==> src/rtl/tlp_pkg.sv <==
// Shared constants for the PCIe TX TLP engine: fmt/type codes, command field
// offsets, command type codes and the FSM state encoding.
package tlp_pkg;

  localparam logic [1:0] FMT_3DW_NODATA = 2'b00;
  localparam logic [1:0] FMT_4DW_NODATA = 2'b01;
  localparam logic [1:0] FMT_3DW_DATA   = 2'b10;
  localparam logic [1:0] FMT_4DW_DATA   = 2'b11;
  localparam logic [4:0] TYPE_MEM       = 5'b00000;

  localparam int unsigned CMD_W       = 84;
  localparam int unsigned CMD_TYPE_HI = 83;
  localparam int unsigned CMD_TYPE_LO = 82;
  localparam int unsigned CMD_LEN_HI  = 81;
  localparam int unsigned CMD_LEN_LO  = 72;
  localparam int unsigned CMD_ADDR_HI = 71;
  localparam int unsigned CMD_ADDR_LO = 8;
  localparam int unsigned CMD_TAG_HI  = 7;
  localparam int unsigned CMD_TAG_LO  = 0;

  localparam logic [1:0] CMD_MRD32 = 2'b00;
  localparam logic [1:0] CMD_MWR32 = 2'b01;
  localparam logic [1:0] CMD_MRD64 = 2'b10;
  localparam logic [1:0] CMD_MWR64 = 2'b11;

  typedef enum logic [1:0] {
    ST_IDLE = 2'd0,
    ST_HDR0 = 2'd1,
    ST_HDR1 = 2'd2,
    ST_DATA = 2'd3
  } tx_state_t;

  // A length field of 0 encodes the 1024-DW maximum.
  function automatic logic [10:0] len_to_dw(input logic [9:0] len);
    return (len == 10'd0) ? 11'd1024 : {1'b0, len};
  endfunction

endpackage

==> src/rtl/tlp_tx_hdr_build.sv <==
// Combinational TLP header builder: latched command + requester ID -> DW0..DW3.
// Optional TLP_TX_AUTO_3DW_EN sends 64-bit requests below 4 GB as 3DW TLPs.
module tlp_tx_hdr_build
  import tlp_pkg::*;
(
  input  logic [CMD_W-1:0] i_cmd,
  input  logic [15:0]      i_requester_id,
  output logic [31:0]      o_dw0,
  output logic [31:0]      o_dw1,
  output logic [31:0]      o_dw2,
  output logic [31:0]      o_dw3,
  output logic             o_is_4dw,
  output logic             o_is_write
);

  logic [1:0]  w_type;
  logic [9:0]  w_len;
  logic [63:0] w_addr;
  logic [7:0]  w_tag;
  logic [3:0]  w_last_be;

  assign w_type     = i_cmd[CMD_TYPE_HI:CMD_TYPE_LO];
  assign w_len      = i_cmd[CMD_LEN_HI:CMD_LEN_LO];
  assign w_addr     = i_cmd[CMD_ADDR_HI:CMD_ADDR_LO] & ~64'h3;
  assign w_tag      = i_cmd[CMD_TAG_HI:CMD_TAG_LO];
  assign o_is_write = w_type[0];

`ifdef TLP_TX_AUTO_3DW_EN
  assign o_is_4dw = w_type[1] && (w_addr[63:32] != 32'h0);
`else
  assign o_is_4dw = w_type[1];
`endif

  assign w_last_be = (w_len == 10'd1) ? 4'h0 : 4'hF;

  assign o_dw0 = {1'b0, o_is_write, o_is_4dw, TYPE_MEM, 8'h00, 6'b000000, w_len};
  assign o_dw1 = {i_requester_id, w_tag, w_last_be, 4'hF};
  assign o_dw2 = o_is_4dw ? w_addr[63:32] : w_addr[31:0];
  assign o_dw3 = w_addr[31:0];

endmodule

==> src/rtl/tlp_tx_engine.sv <==
// PCIe TX TLP engine: pops memory commands, emits MRd/MWr TLPs on a 64-bit
// AXI4-Stream port, merging write payload. Optional macro: TLP_TX_AUTO_3DW_EN.
module tlp_tx_engine
  import tlp_pkg::*;
#(
  parameter int C_DATA_WIDTH = 64,
  parameter int C_CMD_WIDTH  = 84
) (
  input  logic                      clk,
  input  logic                      rst,
  input  logic [C_CMD_WIDTH-1:0]    cmd_dout,
  input  logic                      cmd_empty,
  output logic                      cmd_rd_en,
  input  logic [C_DATA_WIDTH-1:0]   dat_dout,
  input  logic                      dat_empty,
  output logic                      dat_rd_en,
  input  logic [15:0]               requester_id,
  output logic [C_DATA_WIDTH-1:0]   s_axis_tx_tdata,
  output logic [C_DATA_WIDTH/8-1:0] s_axis_tx_tkeep,
  output logic                      s_axis_tx_tlast,
  output logic                      s_axis_tx_tvalid,
  input  logic                      s_axis_tx_tready,
  output logic                      busy
);

  tx_state_t r_state;
  tx_state_t w_next;

  logic [C_CMD_WIDTH-1:0] r_cmd;
  logic [15:0]            r_rid;
  logic [10:0]            r_rem;
  logic [31:0]            r_hold;

  logic [31:0] w_dw0, w_dw1, w_dw2, w_dw3;
  logic        w_is_4dw, w_is_write, w_hs;

  tlp_tx_hdr_build u_hdr (
    .i_cmd          (r_cmd),
    .i_requester_id (r_rid),
    .o_dw0          (w_dw0),
    .o_dw1          (w_dw1),
    .o_dw2          (w_dw2),
    .o_dw3          (w_dw3),
    .o_is_4dw       (w_is_4dw),
    .o_is_write     (w_is_write)
  );

  assign w_hs = s_axis_tx_tvalid && s_axis_tx_tready;
  assign busy = (r_state != ST_IDLE);

  always_ff @(posedge clk or posedge rst) begin
    if (rst) r_state <= ST_IDLE;
    else     r_state <= w_next;
  end

  always_comb begin
    w_next = r_state;
    case (r_state)
      ST_IDLE: if (!cmd_empty)       w_next = ST_HDR0;
      ST_HDR0: if (s_axis_tx_tready) w_next = ST_HDR1;
      ST_HDR1: if (w_hs)             w_next = s_axis_tx_tlast ? ST_IDLE : ST_DATA;
      ST_DATA: if (w_hs && s_axis_tx_tlast) w_next = ST_IDLE;
      default:                       w_next = ST_IDLE;
    endcase
  end

  always_comb begin
    cmd_rd_en        = 1'b0;
    dat_rd_en        = 1'b0;
    s_axis_tx_tvalid = 1'b0;
    s_axis_tx_tdata  = '0;
    s_axis_tx_tkeep  = '0;
    s_axis_tx_tlast  = 1'b0;
    case (r_state)
      ST_IDLE: cmd_rd_en = !cmd_empty && !rst;
      ST_HDR0: begin
        s_axis_tx_tvalid = 1'b1;
        s_axis_tx_tdata  = {w_dw1, w_dw0};
        s_axis_tx_tkeep  = 8'hFF;
      end
      ST_HDR1: begin
        if (w_is_4dw) begin
          s_axis_tx_tvalid = 1'b1;
          s_axis_tx_tdata  = {w_dw3, w_dw2};
          s_axis_tx_tkeep  = 8'hFF;
          s_axis_tx_tlast  = !w_is_write;
        end else if (!w_is_write) begin
          s_axis_tx_tvalid = 1'b1;
          s_axis_tx_tdata  = {32'h0, w_dw2};
          s_axis_tx_tkeep  = 8'h0F;
          s_axis_tx_tlast  = 1'b1;
        end else begin
          // 3DW write: first payload DW shares the beat with the address
          s_axis_tx_tvalid = !dat_empty;
          s_axis_tx_tdata  = {dat_dout[31:0], w_dw2};
          s_axis_tx_tkeep  = 8'hFF;
          s_axis_tx_tlast  = (r_rem == 11'd1);
          dat_rd_en        = !dat_empty && s_axis_tx_tready;
        end
      end
      ST_DATA: begin
        if (w_is_4dw) begin
          s_axis_tx_tvalid = !dat_empty;
          s_axis_tx_tdata  = dat_dout;
          s_axis_tx_tkeep  = (r_rem >= 11'd2) ? 8'hFF : 8'h0F;
          s_axis_tx_tlast  = (r_rem <= 11'd2);
          dat_rd_en        = !dat_empty && s_axis_tx_tready;
        end else if (r_rem >= 11'd2) begin
          s_axis_tx_tvalid = !dat_empty;
          s_axis_tx_tdata  = {dat_dout[31:0], r_hold};
          s_axis_tx_tkeep  = 8'hFF;
          s_axis_tx_tlast  = (r_rem == 11'd2);
          dat_rd_en        = !dat_empty && s_axis_tx_tready;
        end else begin
          s_axis_tx_tvalid = 1'b1;
          s_axis_tx_tdata  = {32'h0, r_hold};
          s_axis_tx_tkeep  = 8'h0F;
          s_axis_tx_tlast  = 1'b1;
        end
      end
      default: ;
    endcase
  end

  always_ff @(posedge clk or posedge rst) begin
    if (rst) begin
      r_cmd  <= '0;
      r_rid  <= '0;
      r_rem  <= '0;
      r_hold <= '0;
    end else begin
      case (r_state)
        ST_IDLE: if (!cmd_empty) begin
          r_cmd <= cmd_dout;
          r_rid <= requester_id;
          r_rem <= len_to_dw(cmd_dout[CMD_LEN_HI:CMD_LEN_LO]);
        end
        ST_HDR1: if (dat_rd_en) begin
          r_hold <= dat_dout[63:32];
          r_rem  <= r_rem - 11'd1;
        end
        ST_DATA: if (w_hs) begin
          if (r_rem >= 11'd2) begin
            r_rem  <= r_rem - 11'd2;
            r_hold <= dat_dout[63:32];
          end else begin
            r_rem <= '0;
          end
        end
        default: ;
      endcase
    end
  end

endmodule

==> config.mk <==
export PLATFORM = sky130hd
export DESIGN_NAME = tlp_tx_engine
export DESIGN_NICKNAME = d
export VERILOG_FILES = /design/src/rtl/tlp_pkg.sv /design/src/rtl/tlp_tx_hdr_build.sv /design/src/rtl/tlp_tx_engine.sv
export SDC_FILE = /design/constraint.sdc
export NUM_CORES = 1
export LEC_CHECK = 0
export CAP_MARGIN = 20
export CORE_ASPECT_RATIO = 1.2
export CORE_MARGIN = 2
export CORE_UTILIZATION = 48
export CTS_CLUSTER_DIAMETER = 30
export DETAILED_ROUTE_END_ITERATION = 16
export GPL_TIMING_DRIVEN = 0
export PLACE_DENSITY = 0.9
export SLEW_MARGIN = 15
export SYNTH_ARGS = -nofsm -noshare
export SYNTH_HDL_FRONTEND = slang
export SYNTH_SLANG_ARGS = --single-unit
==> constraint.sdc <==
create_clock -name clk -period 4.9 [get_ports clk]
set_input_delay 0.735 -clock clk [delete_from_list [all_inputs] [get_ports clk]]
set_output_delay 0.735 -clock clk [all_outputs]
set_load 0.03 [all_outputs]
==> flow_metrics.env <==
export IMPL_drc=0
export IMPL_worstHoldStart="r_cmd[56]"
export IMPL_antenna_found_initial=1
export IMPL_grt_pass1_vias=8541
export IMPL_io_buffers=243
export IMPL_rows=51
export IMPL_max_slew_margin_rel_pct=31.7
export IMPL_crit_path_max_fanout=10
export IMPL_power_frac_seq_pct=25.5
export IMPL_syn_area_mm2=0.00806
export IMPL_wire_per_inst_um=22.4
export IMPL_synth_edf_count=0
export IMPL_netlist_instances=885
export IMPL_clkPwrFrac_pct=16.0
export IMPL_power_mw=8.54
export IMPL_ff2ff_path_depth=8
export IMPL_synth_area_per_cell_um2=9.11
export IMPL_async_reset_ff_share_pct=100
export IMPL_min_path_cells=2
export IMPL_worstHoldPathType="flip-flop to flip-flop"
export IMPL_fin_skew_ns=0.00764
export IMPL_cts_buffer_depth=2
export IMPL_end_kind="output port"
export IMPL_holdPathEnd="r_cmd[56]"
export IMPL_setup_slack_ns=0.516
export IMPL_cts_buffers=17
export IMPL_synth_seq_area_share_pct=44.4
export IMPL_final_period_utilization_pct=89.5
export IMPL_finalSetupViolations=0
export IMPL_start_util_pct=49.3
export IMPL_cts_root_buf="clkbuf_16"
export IMPL_ant_nets=0
export IMPL_p_int_mw=4.64
export IMPL_postCtsSetupRepairBufs=0
export IMPL_die_w_um=122
export IMPL_sw_frac_of_total_pct=45.7
export IMPL_p_leak_nw=5.12
export IMPL_rsz0062_at_grt="false"
export IMPL_dieArea_mm2=0.0179
export IMPL_num_vias=8275
export IMPL_r2r_start="r_state[1]"
export IMPL_cts_tree="built"
export IMPL_placed_area_mm2=0.0108
export IMPL_vdd_drop_max_mv=0.453
export IMPL_drt_iter0_drc=888
export IMPL_dr_pass1_iters=6
export IMPL_place_ws_ns=1.07
export IMPL_viasPerCell=6.03
export IMPL_switching_power_mw=3.90
export IMPL_final_nets=1322
export IMPL_arrival_ns=3.65
export IMPL_cts_reportedPaths_clkPinSlew_ns=0.06
export IMPL_finalCriticalPeriod_ns=4.38
export IMPL_gp_congestion=0.966
export IMPL_crit_type="flip-flop to output port"
export IMPL_tightest_slew_ns=1.02
export IMPL_clock_sinks=143
export IMPL_hold_buffers=0
export IMPL_core_mm2=0.0163
export IMPL_syn_nets=1059
export IMPL_grt_max_degree=93
export IMPL_io_pins=246
export IMPL_pwr_share_comb_pct=58.6
export IMPL_final_area_mm2=0.0114
export IMPL_overflow=0
export IMPL_dp_hpwl_um=22100
export IMPL_power_density_mw_per_mm2=749
export IMPL_hold_worst_slack_ns=0.474
export IMPL_grt_usage_pct=34.9
export IMPL_utilization_pct=69.8
export IMPL_drive_gt1_share_pct=10.3
export IMPL_drv_slew=0
export IMPL_r2r_end="r_cmd[39]"
export IMPL_ys_ff_latch=143
export IMPL_yosys_warnings=0
export IMPL_cp_required_ns=4.16
export IMPL_synth_flop_cell="dfrtp_1"
export IMPL_reg2reg_setup_slack_ns=1.85
export IMPL_insertion_delay_ns=0.44
export IMPL_grt_pass1_wl_um=46900
export IMPL_die_h_um=146
export IMPL_status="finished clean"
export IMPL_area_growth_syn_to_layout_pct=41.5
export IMPL_start_kind="flip-flop"
export IMPL_cts_resized=0
export IMPL_htreeDepth=4
export IMPL_hold_violations=0
export IMPL_fillCellCount=1257
export IMPL_routed_wl_um=30800
export IMPL_maxCapViolCount=0
export IMPL_max_freq_ghz=0.228
export IMPL_yosysUniqueCellTypes=59
logic make-up (layout without fill, tap and decap cells):
logic type,Yosys count,count (layout),synth area share [%]
other cells,0,1,0
xor+xnor,3,3,0.326
fa+ha+maj,5,5,0.776
buf+inv,78,353,4.61
flops,143,143,44.4
simple gates,427,427,22.2
mux,100,100,16.0
compound gates,129,129,11.7
power groups by stage:
stage               combinational, mW  clock (mW)  sequential (mW)
finish                           5.00        1.36             2.18
global route                     5.28        1.41             2.22
CTS                              4.94        1.36             2.15
detailed placement               4.90           0             2.16
global placement                 4.81           0             2.13
floorplan                        3.18           0             2.03
placed cells by master, fill, tap and decap left out, types with 5 or more instances in the layout:
cell / count
nand2_1: 324
clkdlybuf4s50_1: 243
dfrtp_1: 143
mux2i_1: 48
nor2_1: 45
clkbuf_1: 35
mux2_2: 32
o21ai_0: 31
a221o_1: 24
and2_1: 21
mux4_2: 20
clkbuf_16: 17
a21oi_1: 15
o22ai_1: 15
buf_2: 12
inv_1: 11
buf_4: 9
a22o_1: 7
buf_1: 7
nand3_1: 6
nor3_1: 6
a31oi_1: 6
ha_1: 5
through the flow:
| stage | setup TNS [ns] | cells |
|---|---|---|
| floorplan | 0 | 885 |
| global placement | -251.99 | 1340 |
| detailed placement | 0 | 1341 |
| CTS | 0 | 1372 |
| global route | 0 | 1373 |
| finish | 0 | 1373 |
metal layers:
layer	track usage, %	wire (um)	vias up
li1	-	-	3583
met1	42.9	11100	3955
met2	54.2	14400	588
met3	8.93	3140	149
met4	22.2	2100	0
met5	0	0	-
synthesized netlist by cell type (all sizes together) (4+ instances only):
cell	number	area, um2
inv	13	48.8
nor2	45	169
ha	5	62.6
a21oi	16	83.8
a211o	4	35.0
o21ai	31	155
clkbuf	33	124
and2	21	131
nand3	7	40.0
nor3	9	72.6
mux4	20	450
a31oi	7	50.1
a22o	7	61.3
a22oi	4	30.0
mux2i	48	480
nand2	325	1220
dfrtp	143	3580
buf	32	199
a221o	24	240
o22ai	15	93.8
mux2	32	360
cell type report:
cell class	count	area, um2	share of cell area [%]
buffer	65	323	2.83
antenna	1	2.50	0.0219
tap	212	265	2.33
clock inverter	9	133	1.16
timing repair buffer	244	2460	21.6
clock buffer	22	474	4.16
inverter	13	56.3	0.494
multi-input combinational	664	4110	36.1
sequential	143	3580	31.4
state kept, by name, summed over array words and instances (netlist names):
signal,count
r_state,2
r_hold,32
r_cmd,82
r_rem,11
r_rid,16
worst max path at each step:
stage | from | to | slack, ns | cells past startpoint
CTS | r_state[0] | s_axis_tx_tdata[36] | 0.63 | 7
floorplan | rst | r_cmd[0] | 0.33 | 1
global route | r_state[0] | s_axis_tx_tdata[38] | 0.39 | 7
global placement | rst | r_cmd[45] | -1.78 | 2
finish | r_state[0] | s_axis_tx_tdata[36] | 0.52 | 7
detailed placement | cmd_empty | cmd_rd_en | 1.07 | 6
critical path, cell delays in order, from the launching register on:
cell and delay (ns):
dfrtp_1 0.31, buf_2 0.22, buf_2 0.37, buf_1 0.74
nand2_1 0.26, a31oi_1 0.43, a211o_1 0.17, clkdlybuf4s50_1 0.69
(Power assumes the default switching activity.)
